`config.mk`:
```
export PLATFORM = sky130hd
export DESIGN_NAME = nec_ir_tx
export DESIGN_NICKNAME = d
export VERILOG_FILES = /design/src/rtl/nec_ir_pkg.sv /design/src/rtl/nec_carrier_gen.sv /design/src/rtl/nec_ir_tx.sv
export SDC_FILE = /design/constraint.sdc
export NUM_CORES = 1
export LEC_CHECK = 0
export ABC_AREA = 1
export BUFFER_PORTS_ARGS = -buffer_cell sky130_fd_sc_hd__buf_2
export CAP_MARGIN = 5
export CORE_UTILIZATION = 52
export DETAILED_ROUTE_END_ITERATION = 6
export GPL_TIMING_DRIVEN = 0
export PLACE_DENSITY = 0.74
export SYNTH_ARGS = -nofsm -noshare
export SYNTH_HDL_FRONTEND = slang
export SYNTH_SLANG_ARGS = --single-unit
```
`constraint.sdc`:
```
create_clock -name clk100Mhz -period 5.9 [get_ports clk100Mhz]
set_input_delay 0.59 -clock clk100Mhz [delete_from_list [all_inputs] [get_ports clk100Mhz]]
set_output_delay 0.59 -clock clk100Mhz [all_outputs]
set_load 0.01 [all_outputs]
```
`src/rtl/nec_ir_pkg.sv`:
```
// Shared types and timing constants for the NEC IR transmitter.
// Durations are in microseconds; the duration counter is 14 bits wide (covers 9000).
package nec_ir_pkg;

    localparam int DUR_W = 14;

    typedef logic [DUR_W-1:0] dur_t;

    typedef enum logic [2:0] {
        IDLE,
        LEAD_MARK,
        LEAD_SPACE,
        REP_SPACE,
        BIT_MARK,
        BIT_SPACE,
        STOP_MARK
    } state_t;

    localparam dur_t DUR_LEAD_MARK  = 14'd9000;
    localparam dur_t DUR_LEAD_SPACE = 14'd4500;
    localparam dur_t DUR_REP_SPACE  = 14'd2250;
    localparam dur_t DUR_BIT_MARK   = 14'd562;
    localparam dur_t DUR_SPACE_ZERO = 14'd563;
    localparam dur_t DUR_SPACE_ONE  = 14'd1688;
    localparam dur_t DUR_STOP_MARK  = 14'd562;

    // Clocks per carrier half-period (integer division).
    function automatic int carrier_half(input int clk_hz, input int car_hz);
        return clk_hz / (2 * car_hz);
    endfunction

    // Length of a state; a bit space depends on the bit being sent.
    function automatic dur_t dur_of(input state_t s, input logic one);
        dur_t d;
        case (s)
            LEAD_MARK:  d = DUR_LEAD_MARK;
            LEAD_SPACE: d = DUR_LEAD_SPACE;
            REP_SPACE:  d = DUR_REP_SPACE;
            BIT_MARK:   d = DUR_BIT_MARK;
            BIT_SPACE:  d = one ? DUR_SPACE_ONE : DUR_SPACE_ZERO;
            STOP_MARK:  d = DUR_STOP_MARK;
            default:    d = 14'd1;
        endcase
        return d;
    endfunction

    function automatic logic is_mark(input state_t s);
        return (s == LEAD_MARK) || (s == BIT_MARK) || (s == STOP_MARK);
    endfunction

endpackage

```
`src/rtl/nec_carrier_gen.sv`:
```
// IR carrier generator: gates the mark envelope with a square-wave carrier.
// Ports: clk, rst (sync, active-high), env (1 = mark) in; out (env AND carrier) out.
import nec_ir_pkg::*;

module nec_carrier_gen #(
    parameter int CLK_FREQ     = 100_000_000,
    parameter int CARRIER_FREQ = 38_000
) (
    input  logic clk,
    input  logic rst,
    input  logic env,
    output logic out
);

    localparam int HALF = carrier_half(CLK_FREQ, CARRIER_FREQ);
    localparam int CW   = $clog2(HALF + 1);

    logic [CW-1:0] cnt;
    logic          low_half;
    logic          phase;

    // Held in the high half while no mark is active, so every mark
    // opens with a full high half-period.
    always_ff @(posedge clk) begin
        if (rst || !env) begin
            cnt      <= '0;
            low_half <= 1'b0;
        end else if (cnt == CW'(HALF - 1)) begin
            cnt      <= '0;
            low_half <= ~low_half;
        end else begin
            cnt <= cnt + CW'(1);
        end
    end

    assign phase = ~low_half;
    assign out   = env & phase;

endmodule

```
`src/rtl/nec_ir_tx.sv`:
```
// NEC infrared transmitter: sends leader, 32 data bits LSB-first and stop mark, or a repeat code.
// Ports: clk100Mhz, rst, tick_us, tx_valid/tx_repeat/tx_addr/tx_cmd in; tx_ready, busy, done, ir_env, ir_out out.
import nec_ir_pkg::*;

module nec_ir_tx #(
    parameter int CLK_FREQ     = 100_000_000,
    parameter int CARRIER_FREQ = 38_000
) (
    input  logic       clk100Mhz,
    input  logic       rst,
    input  logic       tick_us,
    input  logic       tx_valid,
    input  logic       tx_repeat,
    input  logic [7:0] tx_addr,
    input  logic [7:0] tx_cmd,
    output logic       tx_ready,
    output logic       busy,
    output logic       done,
    output logic       ir_env,
    output logic       ir_out
);

    state_t      state, state_n;
    dur_t        cnt, cnt_n;
    logic [31:0] sr, sr_n;
    logic [4:0]  idx, idx_n;
    logic        rep, rep_n;
    logic        done_n;
    dur_t        dur;
    logic        expire;

    assign dur    = dur_of(state, sr[0]);
    assign expire = tick_us && (cnt == dur - dur_t'(1));

    always_comb begin
        state_n = state;
        cnt_n   = cnt;
        sr_n    = sr;
        idx_n   = idx;
        rep_n   = rep;
        done_n  = 1'b0;

        if (state != IDLE && tick_us) begin
            cnt_n = expire ? '0 : cnt + dur_t'(1);
        end

        unique case (state)
            IDLE: begin
                if (tx_valid && tx_ready) begin
                    sr_n    = {~tx_cmd, tx_cmd, ~tx_addr, tx_addr};
                    rep_n   = tx_repeat;
                    idx_n   = '0;
                    cnt_n   = '0;
                    state_n = LEAD_MARK;
                end
            end
            LEAD_MARK: begin
                if (expire) begin
                    state_n = rep ? REP_SPACE : LEAD_SPACE;
                end
            end
            LEAD_SPACE: begin
                if (expire) begin
                    state_n = BIT_MARK;
                end
            end
            BIT_MARK: begin
                if (expire) begin
                    state_n = BIT_SPACE;
                end
            end
            BIT_SPACE: begin
                if (expire) begin
                    if (idx == 5'd31) begin
                        state_n = STOP_MARK;
                    end else begin
                        state_n = BIT_MARK;
                        sr_n    = {1'b0, sr[31:1]};
                        idx_n   = idx + 5'd1;
                    end
                end
            end
            REP_SPACE: begin
                if (expire) begin
                    state_n = STOP_MARK;
                end
            end
            STOP_MARK: begin
                if (expire) begin
                    state_n = IDLE;
                    done_n  = 1'b1;
                end
            end
            default: begin
                state_n = IDLE;
            end
        endcase
    end

    // Handshake and envelope outputs are registered from the next state
    // so they change together on the transition edge.
    always_ff @(posedge clk100Mhz) begin
        if (rst) begin
            state    <= IDLE;
            cnt      <= '0;
            sr       <= '0;
            idx      <= '0;
            rep      <= 1'b0;
            tx_ready <= 1'b1;
            busy     <= 1'b0;
            done     <= 1'b0;
            ir_env   <= 1'b0;
        end else begin
            state    <= state_n;
            cnt      <= cnt_n;
            sr       <= sr_n;
            idx      <= idx_n;
            rep      <= rep_n;
            tx_ready <= (state_n == IDLE);
            busy     <= (state_n != IDLE);
            done     <= done_n;
            ir_env   <= is_mark(state_n);
        end
    end

    nec_carrier_gen #(
        .CLK_FREQ     (CLK_FREQ),
        .CARRIER_FREQ (CARRIER_FREQ)
    ) u_carrier (
        .clk (clk100Mhz),
        .rst (rst),
        .env (ir_env),
        .out (ir_out)
    );

endmodule

```
**After elaboration in Yosys (flattened, before gate mapping)**

Index checks and enable logic that the tools add are counted.
Widths: inputs -> output; s select.

- Bits in registers: 71
- Input port bits: 21
- Output and inout bits: 5
- Word-level logic and storage cells: 77

- Add/sub/neg operators: 4
- Equal/unequal tests: 15
- Mux-type cells: 25
- Bitwise logic cells: 5
- Reductions and logical operators: 17

Operator list:

| cell | number |
|---|---|
| $mux 32 | 3 |
| $pmux 14 s5 | 1 |
| $pmux 32 s2 | 1 |
| $mux 14 | 4 |
| $mux 3 | 7 |
| $pmux 3 s7 | 1 |
| $not 8->8 | 2 |
| $eq 3x3->1 const B | 5 |
| $mux 5 | 3 |
| $add 14x1->14 const B | 1 |
| $eq 14x14->1 | 1 |
| $sub 14x1->14 const B | 1 |
| $add 11x1->11 const B | 1 |
| $eq 11x11->1 const B | 1 |
| $mux 11 | 1 |
| $pmux 5 s2 | 1 |
| $eq 3x1->1 const B | 2 |
| $eq 3x2->1 const B | 2 |
| $logic_not 3->1 | 2 |
| $ne 2x2->1 const B | 3 |
| $reduce_bool 3->1 | 2 |
| $reduce_or 2->1 | 3 |
| $add 5x1->5 const B | 1 |
| $eq 5x5->1 const B | 1 |
| other kinds (10) | 16 |

**Longest topological paths before layout**

Gate-level depths: netlist of the first run.

- Word-level depth: 11
- Mapped depth: 23
- Gate-level depth less buffers: 22

**Modules after synthesis**

A second synthesis of the first run with hierarchy kept.

- Cells, all modules: 612
- Area, all modules: 4038.9 um^2

Modules (own cells, without submodules):

| module | instances | cells each | area each (um^2) | seq. area each (um^2) |
|---|---|---|---|---|
| nec_ir_tx | 1 | 524 | 3400.8 | 1181.1 |
| nec_carrier_gen | 1 | 88 | 638.1 | 240.2 |

**Least setup slack after synthesis of the first run**

Ideal clock, no wire load.

- Path kind: register -> register
- From: reg state[0]
- To: reg sr[13]
- Library setup time: 0.128 ns
- Arrival: 2.384 ns
- Required time: 5.772 ns
- Slack: 3.389 ns
- Cell stages (with the launch flop): 20
- Path buffers: 2
- Clock period less this slack: 2.511 ns
- Cells stage by stage: dfxtp_1 buf_6 o21ai_4 nand2_1 nand2_1 inv_1 ha_1 inv_1 nand4_1 nand3_1 nand2_1 nor2_1 nand3_1 nor2_1 nand2_2 a21boi_4 buf_4 nand2_1 o21ai_1 nor2_1

- Longest elaborated chain between the ends: 8
- Elaborated cells on any way between the ends: 18
- Those cells by class: add/sub (1); eq/ne (10); mux (2); reduce/logical (5)

RTL lines:

| element | line | source |
|---|---|---|
| start: declaration | nec_ir_tx.sv:23 | `state_t state, state_n;` |
| start signal: assignment | nec_ir_tx.sv:114 | `state <= state_n;` |
| $eq 3x3->1 | nec_ir_pkg.sv:35 | `case (s)` |
| $reduce_or 2->1 (no source line) | - |  |
| $pmux 14 s5 | nec_ir_pkg.sv:35 |  |
| $sub 14x1->14 | nec_ir_tx.sv:33 | `assign expire = tick_us && (cnt == dur - dur_t'(1));` |
| $eq 14x14->1 | nec_ir_tx.sv:33 |  |
| $logic_and 1x1->1 | nec_ir_tx.sv:33 |  |
| $ne 2x2->1 (no source line) | - |  |
| $reduce_and 4->1 (no source line) | - |  |
| end signal: assignment | nec_ir_tx.sv:116 | `sr <= sr_n;` |
| end: declaration | nec_ir_tx.sv:25 | `logic [31:0] sr, sr_n;` |

Parallel ways exist; a longest one is shown, timed or not.
A chain may end at the register's enable or synchronous reset.

**Worst setup path in the final report of the first run**

- From: reg state[1]
- To: reg sr[24]

The elaborated chain is that of the path after synthesis.

==> metrics.yaml, run 1 <==
grt_usage: 0.250
period_needed_ps: 3090
numCtsBuffers: 9
worstPathMaxFanout: 10
cts-hold-fix-buffers: 0
synth_nets: 590
antenna_found_initial: 0
diodes: 0
crit_type: "reg -> reg"
drt_wl_total_mm: 8.54
met2_usage: 0.432
hpwlAfterDp_mm: 6.43
powerDensity_nw_per_um2: 384
status: "complete, no violations"
hold_path_class: "reg -> reg"
grt_busiest_layer: "met2"
htree_levels: 3
vias: 3577
portBuffers: 25
routed_via_density: 5.12
grt_use_met3: 0.0531
ys_dominant_reg_cell: "dfxtp_1"
ioPinCount: 26
cts.sinks: 71
clock-root-buffer: "clkbuf_8"
clockBufferDepth: 2
setup_viol: 0
rsz0062_at_grt: "false"
cp.arrival_ps: 3310
p_leak_uw: 0.00184
vdd_drop_max_v: 0.000206
die_w_um: 86.9
wire_per_inst_um: 12.2
dieArea_sq_um: 7560
worst_pin_slew_ps: 496
fin_skew_ps: 7.31
crit_slowest_cell: "a21boi_4"
max_freq_mhz: 324
ys_ff_latch: 71
ant_nets: 0
ys_async_sr_fraction: 0
syn_inst: 563
clk_latency_ps: 350
post-cts-setup-buffers: 0
worstPathCellList: "buf_4, inv_4, nand4_2, nand2_1, inv_1, ha_1, nand2_1, nand2_1, nor2_1, nand3_1, nor2_1, nand4_1, nor2_1, nand2_2, a21boi_4, buf_4, nand2_1, o21ai_1, nor2_1"
ys_seq_area_frac: 0.379
design.core.area_sq_um: 6870
synthesis.area_sq_um: 3750
dp_cells: 684
ctsResizeCount: 0
nets: 626
synth-edff-count: 0
clk_pin_slew_ps: 80
synth_warnings: 0
drtIter0Drc: 174
cp_data_required_time_ps: 6120
start_util: 0.546
slew_headroom: 0.669
hold_viol: 0
cts_tree: "yes"
grt_overflow: 0
setup_tns_ps: 0
grt_pass1_vias: 3267
cp-end-kind: "register"
grt_pass1_wl_mm: 14.6
startpoint_type: "register"
grt_max_degree: 13
cap_viol_max_count: 0
fin_crit_sh: 0.523
use_met1: 0.306
place_congestion: 0.880
rows: 30
slowest_delay_ps: 330
drive_gt1_frac: 0.113
finalNonFillerCells: 699
yosysUniqueCellTypes: 37
avgSynthCellArea_sq_um: 6.66
drcViolationCount: 0
syn2layout_area_growth_pct: 11.5
die_y_um: 86.9
dr.pass1.iters: 4
drv_slew: 0
layout by cell type (no fill, tap or decap), types with 2 or more instances in the layout:
| cell | instances |
|---|---|
| a211oi_1 | 2 |
| a21oi_1 | 33 |
| buf_1 | 2 |
| buf_2 | 28 |
| buf_4 | 3 |
| buf_6 | 3 |
| clkbuf_1 | 10 |
| clkbuf_8 | 9 |
| clkinvlp_4 | 2 |
| dfxtp_1 | 71 |
| ha_1 | 6 |
| inv_1 | 62 |
| inv_4 | 2 |
| nand2_1 | 146 |
| nand2_2 | 3 |
| nand3_1 | 32 |
| nand4_1 | 5 |
| nand4_2 | 2 |
| nor2_1 | 65 |
| nor2_2 | 2 |
| nor3_1 | 13 |
| nor3b_1 | 5 |
| nor4_1 | 6 |
| o21ai_0 | 50 |
| o21ai_1 | 17 |
| o21bai_1 | 2 |
| or2_2 | 2 |
| xor2_1 | 6 |
registers in the layout, indices dropped and copies added, names as in the netlist:
| register | flops |
|---|---|
| u_carrier.cnt | 11 |
| rep | 1 |
| u_carrier.low_half | 1 |
| sr | 32 |
| cnt | 14 |
| ir_env | 1 |
| done | 1 |
| tx_ready | 1 |
| idx | 5 |
| busy | 1 |
| state | 3 |
critical path, delay by kind of cell (launching register included):
family,cells,cell delay [ps]
DFF,1,300
AOI/OAI and AO/OA,2,410
adders and majority gates,1,300
and+or+nand+nor,12,1370
buffers and inverters,4,570
layer usage:
| layer | up-vias | routed length, um | part of all wire |
|---|---|---|---|
| li1 | 1897 | - | - |
| met1 | 1611 | 3920 | 0.46 |
| met2 | 55 | 4140 | 0.48 |
| met3 | 14 | 308 | 0.036 |
| met4 | 0 | 169 | 0.020 |
| met5 | - | 0 | 0 |
cell usage after synthesis (2+ instances only):
cell type	number	area, sq um
buf_4	3	22.5
inv_1	62	233
nor3b_1	5	37.5
clkbuf_1	9	33.8
a21oi_1	33	165
nand3_1	32	160
nor2_2	2	12.5
buf_1	2	7.51
xor2_1	6	52.6
buf_2	3	15.0
nor3_1	13	65.1
nand2_2	3	18.8
o21ai_0	50	250
buf_6	3	33.8
ha_1	6	75.1
nand2_1	146	548
o21bai_1	2	15.0
inv_4	2	12.5
o21ai_1	17	85.1
a211oi_1	2	15.0
nor4_1	6	37.5
nand4_2	2	25.0
nand4_1	5	31.3
or2_2	2	12.5
nor2_1	65	244
dfxtp_1	71	1420
where the power goes:
group | switching (uW) | internal [uW] | total (uW) | leakage (uW)
combinational | 395 | 215 | 610 | 0.00117
clock | 187 | 194 | 381 | 0.0000888
sequential | 44.5 | 572 | 617 | 0.000580
final cells by class:
class / count / area (sq um)
multi-input combinational: 407 / 1970
timing repair buffer: 25 / 125
inverter: 65 / 249
clock buffer: 10 / 128
clock inverter: 5 / 58.8
buffer: 20 / 113
sequential: 71 / 1420
fill: 660 / 2690
tap: 96 / 120
cell families (layout without fill, tap and decap cells):
logic type	Yosys count	in the layout	share of synthesized area
adder cells (fa/ha/maj)	6	6	0.0200
AO/OA/AOI/OAI	108	108	0.155
flip-flops	71	71	0.379
AND/OR/NAND/NOR	287	287	0.336
XOR/XNOR	6	6	0.0140
buffers and inverters	85	125	0.0964
metrics by stage:
stage	total power [uW]	cell area, sq um	hold slack (ps)	utilization	worst slack (ps)
after floorplan	1090	3750	425	-	3390
after global placement	1220	4000	435	0.582	2850
after CTS	1610	4180	452	0.609	2800
after detailed placement	1230	4000	441	0.582	2850
after global routing	1730	4180	473	0.609	2520
final	1610	4180	451	0.609	2810
final timing paths:
check           start  depth (start not counted)  slack [ps]     end
max          state[1]                         19        2810  sr[24]
min            sr[18]                          2         450  sr[18]
max reg2reg  state[1]                         19        2810  sr[24]
min reg2reg    sr[18]                          2         450  sr[18]
Note: power is estimated with default switching activity, not from simulation.
==> run 2, diff against run 1 <==
Settings changed: PLACE_DENSITY 0.74 to 0.77.
Clock period 5.9 ns to 2.5 ns, I/O delays scaled along.
==> run 2 against run 1 <==
  * The flow now finishes with violations (setup timing)
  * Worst setup slack got worse by 3000 ps
  * Clock skew about the same
  * Critical path depth grew 1
  * Fmax increased by 13%
  * Register-to-register slack got worse by 3000 ps
  * Core utilization up 12 points
  * Global-route usage is 2.8 points higher
  * Total power increased to 3.1 times the previous value
  * Clock power grew to 3.0 times the previous value
  * Die area unchanged
  * First-iteration DRC count up 81%
  * Wire length up 23%
  * Largest cell class unchanged
  * Largest power group is now combinational cells
==> metrics.yaml, run 2 (synthesized netlist as in run 1, its figures left out) <==
status: "finished with violations"
failed_checks: "setup timing"
ioPinCount: 26  # unchanged
grt_pass1_vias: 3664  # +12%
mostFrequentLayoutCell: "nand2_1"
die_w_um: 86.9  # unchanged
fin_crit_sh: 1.09  # +0.571
grt_pass1_wl_mm: 16.3  # +11%
place_ws_ps: -487  # -3340 ps
worstPathMaxFanout: 5  # -5
cts_tree: "yes"
syn2layout_area_growth_pct: 33.4
grt_usage: 0.278  # +0.0282
antenna_found_initial: 0  # unchanged
design.core.area_sq_um: 6870  # unchanged
portBuffers: 25  # unchanged
rsz0062_at_grt: "true"
ant_nets: 0  # unchanged
fin_ws_ps: -235  # -3050 ps
cts.sinks: 71  # unchanged
htree_levels: 3  # unchanged
vias: 4026  # +13%
crit_type: "reg -> reg"
hpwlAfterDp_mm: 6.38  # -0.74%
clock-root-buffer: "clkbuf_8"
numCtsBuffers: 9  # unchanged
clk_pin_slew_ps: 70  # about the same
dr.pass1.iters: 5  # +1
largest_register: "sr"
worst_pin_slew_ps: 644  # +148 ps
dieArea_sq_um: 7560  # unchanged
cp-end-kind: "register"
rows: 30  # unchanged
nFillCells: 542  # -18%
vdd_drop_max_v: 0.000587  # +180%
diodes: 0  # unchanged
cp_data_required_time_ps: 2720  # -3400 ps
wire_per_inst_um: 14.1  # +15%
nets: 669  # +6.9%
die_y_um: 86.9  # unchanged
drcViolationCount: 0  # unchanged
place_congestion: 0.942  # +7.1%
drtIter0Drc: 315  # +81%
clockBufferDepth: 2  # unchanged
largest_reg_flops: 32  # unchanged
powerDensity_nw_per_um2: 985  # +160%
setup_tns_ps: -7870  # -7870 ps
clk_latency_ps: 350  # about the same
drive_gt1_frac: 0.267  # +0.155
hold_path_class: "in -> reg"
top_regs: "sr x32, cnt x14, u_carrier.cnt x11"
final_cell_mix: "127 x nand2_1, 68 x dfxtp_1, 61 x inv_1, 58 x nor2_1, 36 x o21ai_0"
grt_overflow: 0  # unchanged
hold_viol: 0  # unchanged
grt_max_degree: 14  # +1
routed_via_density: 5.42  # +5.9%
p_leak_uw: 0.00218  # +19%
start_util: 0.546  # unchanged
drv_slew: 0  # unchanged
slew_headroom: 0.566  # -0.104
setup_viol: 54  # +54
holdWs_ps: 165  # -286 ps
utilization: 0.729  # +0.119
period_needed_ps: 2740  # -350 ps
cp.arrival_ps: 2960  # -350 ps
fin_skew_ps: 7.37  # +0.0595 ps
cap_viol_max_count: 0  # unchanged
startpoint_type: "register"
drt_wl_total_mm: 10.5  # +23%
max_freq_mhz: 366  # +13%
-- run 2: cell types whose count changed in the layout (fill, tap and decap cells not counted), moves of 6 or more --
cell	change
buf_4	+28
nand2_1	-19
o21ai_2	+19
o21ai_0	-14
nand2_2	+11
buf_6	+7
buf_8	+7
nor2_1	-7
nand2_4	+6
-- run 2: critical path, cell delays in order (launching register included) --
cell and delay (ps):
dfxtp_4 370, buf_8 130, o21ai_4 170, nand2_4 80
buf_4 140, buf_4 120, buf_4 120, buf_4 120
buf_4 130, nand3_2 60, nand2_2 60, nor2_2 100
nand3_1 90, nor2_2 200, nand2_4 80, a21boi_4 180
buf_6 150, buf_6 120, nand2_1 50, o21ai_1 90
nor2_1 60
-- run 2: metrics by stage --
stage	cells	total power, uW	instance area, sq um
final	743	4930	5000
after global routing	743	5190	5000
after CTS	731	4520	4710
after detailed placement	684	2910	4000
after global placement	684	2870	4000
after floorplan	563	2580	3760
-- run 2: path summary, 6_finish.rpt --
check,startpoint,to,slack (ps),depth (start not counted)
min,tx_repeat,rep,160,3
max reg2reg,state[0],sr[27],-240,20
min reg2reg,sr[20],sr[20],450,2
max,state[0],sr[27],-240,20
-- run 2: layer usage --
layer	GRT usage	up-vias	wire, um
met5	0	-	0
met2	0.484	162	5090
met3	0.0559	46	557
met1	0.331	1834	4390
met4	0.124	0	430
li1	-	1984	-
-- run 2: area by class of cell --
| cell class | instances | area [sq um] | share of cell area |
|---|---|---|---|
| clock inverter | 7 | 120 | 0.0240 |
| timing repair buffer | 67 | 510 | 0.102 |
| buffer | 20 | 174 | 0.0348 |
| sequential | 71 | 1430 | 0.285 |
| inverter | 65 | 267 | 0.0533 |
| clock buffer | 9 | 124 | 0.0248 |
| tap | 96 | 120 | 0.0240 |
| multi-input combinational | 408 | 2260 | 0.452 |
-- run 2: power by group --
group	internal [uW]	leakage, uW	switching [uW]	total [uW]
registers	1360	0.000582	125	1480
clock network	666	0.000120	463	1130
logic	1020	0.00148	1300	2320
total	3040	0.00218	1890	4930
-- run 2: timing repair --
item,CTS,global route
pin swaps,23,23
cloned,5,2
resized for setup,75,51
setup endpoints to repair,56,58
buffers inserted,27,10
hold buffers,0,0
==> run 3, diff against run 2 <==
Settings changed: CORE_MARGIN set to 2.
==> run 3 against run 2 <==
  * The flow still finishes with violations (setup timing)
  * Cell area fell by 4.8%
  * Sequential share of layout area rose by 1.5 points
  * Wire length fell by 2.6%
  * Via count fell by 1.9%
  * Hold slack got worse by 31 ps
  * Critical path type unchanged
  * Highest routed layer unchanged
==> metrics.yaml, run 3 (synthesized netlist as in run 1, its figures left out) <==
drv_slew: 0  # unchanged
clock-root-buffer: "clkbuf_8"
cp_data_required_time_ps: 2770  # +50 ps
total_power_uw: 4570  # -7.2%
nets: 655  # -2.1%
wire_per_inst_um: 14.0  # -0.72%
vdd_drop_max_v: 0.000557  # -5.1%
p_sw_frac: 0.404  # +0.0206
drive_gt1_frac: 0.250  # -0.0178
crit_type: "reg -> reg"
routed_via_density: 5.42  # about the same
powerDensity_nw_per_um2: 960  # -2.5%
hpwlAfterDp_mm: 6.49  # +1.6%
antenna_found_initial: 0  # unchanged
p_comb_frac: 0.457  # -0.013
worst_pin_slew_ps: 672  # +27.3 ps
placed_area_sq_um: 4000  # unchanged
period_needed_ps: 2690  # -46.7 ps
nFillCells: 567  # +4.6%
largest_reg_flops: 32  # unchanged
internal_power_uw: 2720  # -10%
htree_levels: 3  # unchanged
largest_register: "sr"
grt_usage: 0.269  # -0.00982
grt_max_degree: 15  # +1
cp-end-kind: "register"
final_cell_mix: "126 x nand2_1, 67 x dfxtp_1, 61 x inv_1, 60 x nor2_1, 38 x o21ai_0"
fin_ws_ps: -188  # +46.7 ps
crit_top_cell: "nand2_2"
slew_headroom: 0.552  # -0.0136
hold_path_class: "in -> reg"
crit_slowest_cell: "dfxtp_4"
max_freq_mhz: 372  # +1.7%
design.core.area_sq_um: 6910  # +0.55%
drcViolationCount: 0  # unchanged
syn2layout_area_growth_pct: 26.9
die_w_um: 88.9  # +2.3%
dr.pass1.iters: 6  # +1
failed_checks: "setup timing"
p_clk_frac: 0.220  # -0.009
fin_skew_ps: 11.2  # +3.81 ps
grt_pass1_vias: 3665  # +0.027%
fin_crit_sh: 1.08  # -0.0187
drt_wl_total_mm: 10.2  # -2.6%
worstPathCellList: "buf_8, o21ai_4, nand2_2, nand2_2, inv_2, ha_4, nor2_1, nor2_4, nand2_1, nor2_1, nand3_1, nor2_2, nand3_2, nor2_4, buf_6, nand2_2, o21ai_1, nand2_1, nand2_2, nand2_2, nand2_1, inv_1"
r2r_slack_ps: -190  # +50 ps
hold_viol: 0  # unchanged
drtIter0Drc: 323  # +2.5%
die_y_um: 88.9  # +2.3%
rsz0062_at_grt: "true"
worstPathMaxFanout: 4  # -1
grt_pass1_wl_mm: 16.4  # +0.59%
setup_tns_ps: -5400  # +2460 ps
setup_viol: 55  # +1.9%
grt_overflow: 0  # unchanged
clk_latency_ps: 370  # +20 ps
fin_area_sq_um: 4760  # -4.8%
diodes: 0  # unchanged
cts.sinks: 71  # unchanged
status: "finished with violations"
cts-hold-fix-buffers: 0  # unchanged
cap_viol_max_count: 0  # unchanged
critPathTopFamily: "simple AND/OR/NAND/NOR gates"
place_congestion: 0.964  # +2.3%
ant_nets: 0  # unchanged
slowest_delay_ps: 370  # about the same
clk_pin_slew_ps: 80  # about the same
timing.rr.start: "state[0]"
path_depth: 22  # +10%
rows: 30  # unchanged
top_regs: "sr x32, cnt x14, u_carrier.cnt x11"
place_ws_ps: -500  # -13.3 ps
cts_tree: "yes"
portBuffers: 25  # unchanged
p_leak_uw: 0.00207  # -5.0%
ioPinCount: 26  # unchanged
p_seq_frac: 0.323  # +0.023
worstRegToRegCells: 22  # +10%
critPathLaunch: "state[0]"
vias: 3948  # -1.9%
start_util: 0.543  # -0.00297
clockBufferDepth: 2  # unchanged
mostFrequentLayoutCell: "nand2_1"
p_sw_uw: 1850  # -2.2%
utilization: 0.689  # -0.0391
startpoint_type: "register"
critPathBufInv: 4  # -4
cp.arrival_ps: 2960  # about the same
numCtsBuffers: 9  # unchanged
dieArea_sq_um: 7910  # +4.7%
cp-endpoint: "ir_env"
r2r_end: "ir_env"
-- run 3: cell type report --
| cell class | count | area, sq um | area share |
|---|---|---|---|
| repair buffers | 54 | 370 | 0.0778 |
| inverters | 65 | 256 | 0.0539 |
| clock buffers | 10 | 138 | 0.0289 |
| flip-flops and latches | 71 | 1430 | 0.300 |
| clock inverters | 6 | 75.1 | 0.0158 |
| multi-input cells | 407 | 2200 | 0.463 |
| well taps | 96 | 120 | 0.0252 |
| plain buffers | 20 | 169 | 0.0355 |
-- run 3: repair_timing --
action | 4_1_cts | 5_1_grt
resized for setup | 75 | 36
endpoints found under the setup margin | 56 | 57
gates cloned | 6 | 0
setup buffers | 21 | 2
pin swaps | 22 | 17
hold endpoints to repair | 0 | 0
-- run 3: through the flow --
step           hold slack [ps]  cells
6_report                   134    729
3_3_place_gp               435    684
5_1_grt                    136    729
2_1_floorplan              393    563
3_5_place_dp               439    684
4_1_cts                    126    727
-- run 3: tightest hold or removal path, cell delays in order --
cell and delay (ps):
buf_2 100, nand2_1 50, a21oi_1 50
-- run 3: worst min-delay path by stage --
stage,startpoint,end,slack (ps),depth (start not counted)
floorplan,tx_repeat,rep,390,2
global placement,sr[2],sr[2],430,2
detailed placement,sr[18],sr[18],440,2
CTS,tx_repeat,rep,130,3
global route,tx_repeat,rep,140,3
finish,tx_repeat,rep,130,3
-- run 3: per-layer routing --
metal	vias to the layer above	GRT usage	share of wire
li1	1956	-	-
met1	1819	0.316	0.41
met2	140	0.472	0.50
met3	33	0.0434	0.056
met4	0	0.137	0.029
met5	-	0	0
-- run 3: power by group through the flow --
stage	clock (uW)	sequential, uW	combinational (uW)
2_1_floorplan	0	1460	1120
3_3_place_gp	0	1470	1400
3_5_place_dp	0	1480	1430
4_1_cts	1010	1470	1860
5_1_grt	1060	1490	2270
6_report	1010	1470	2090
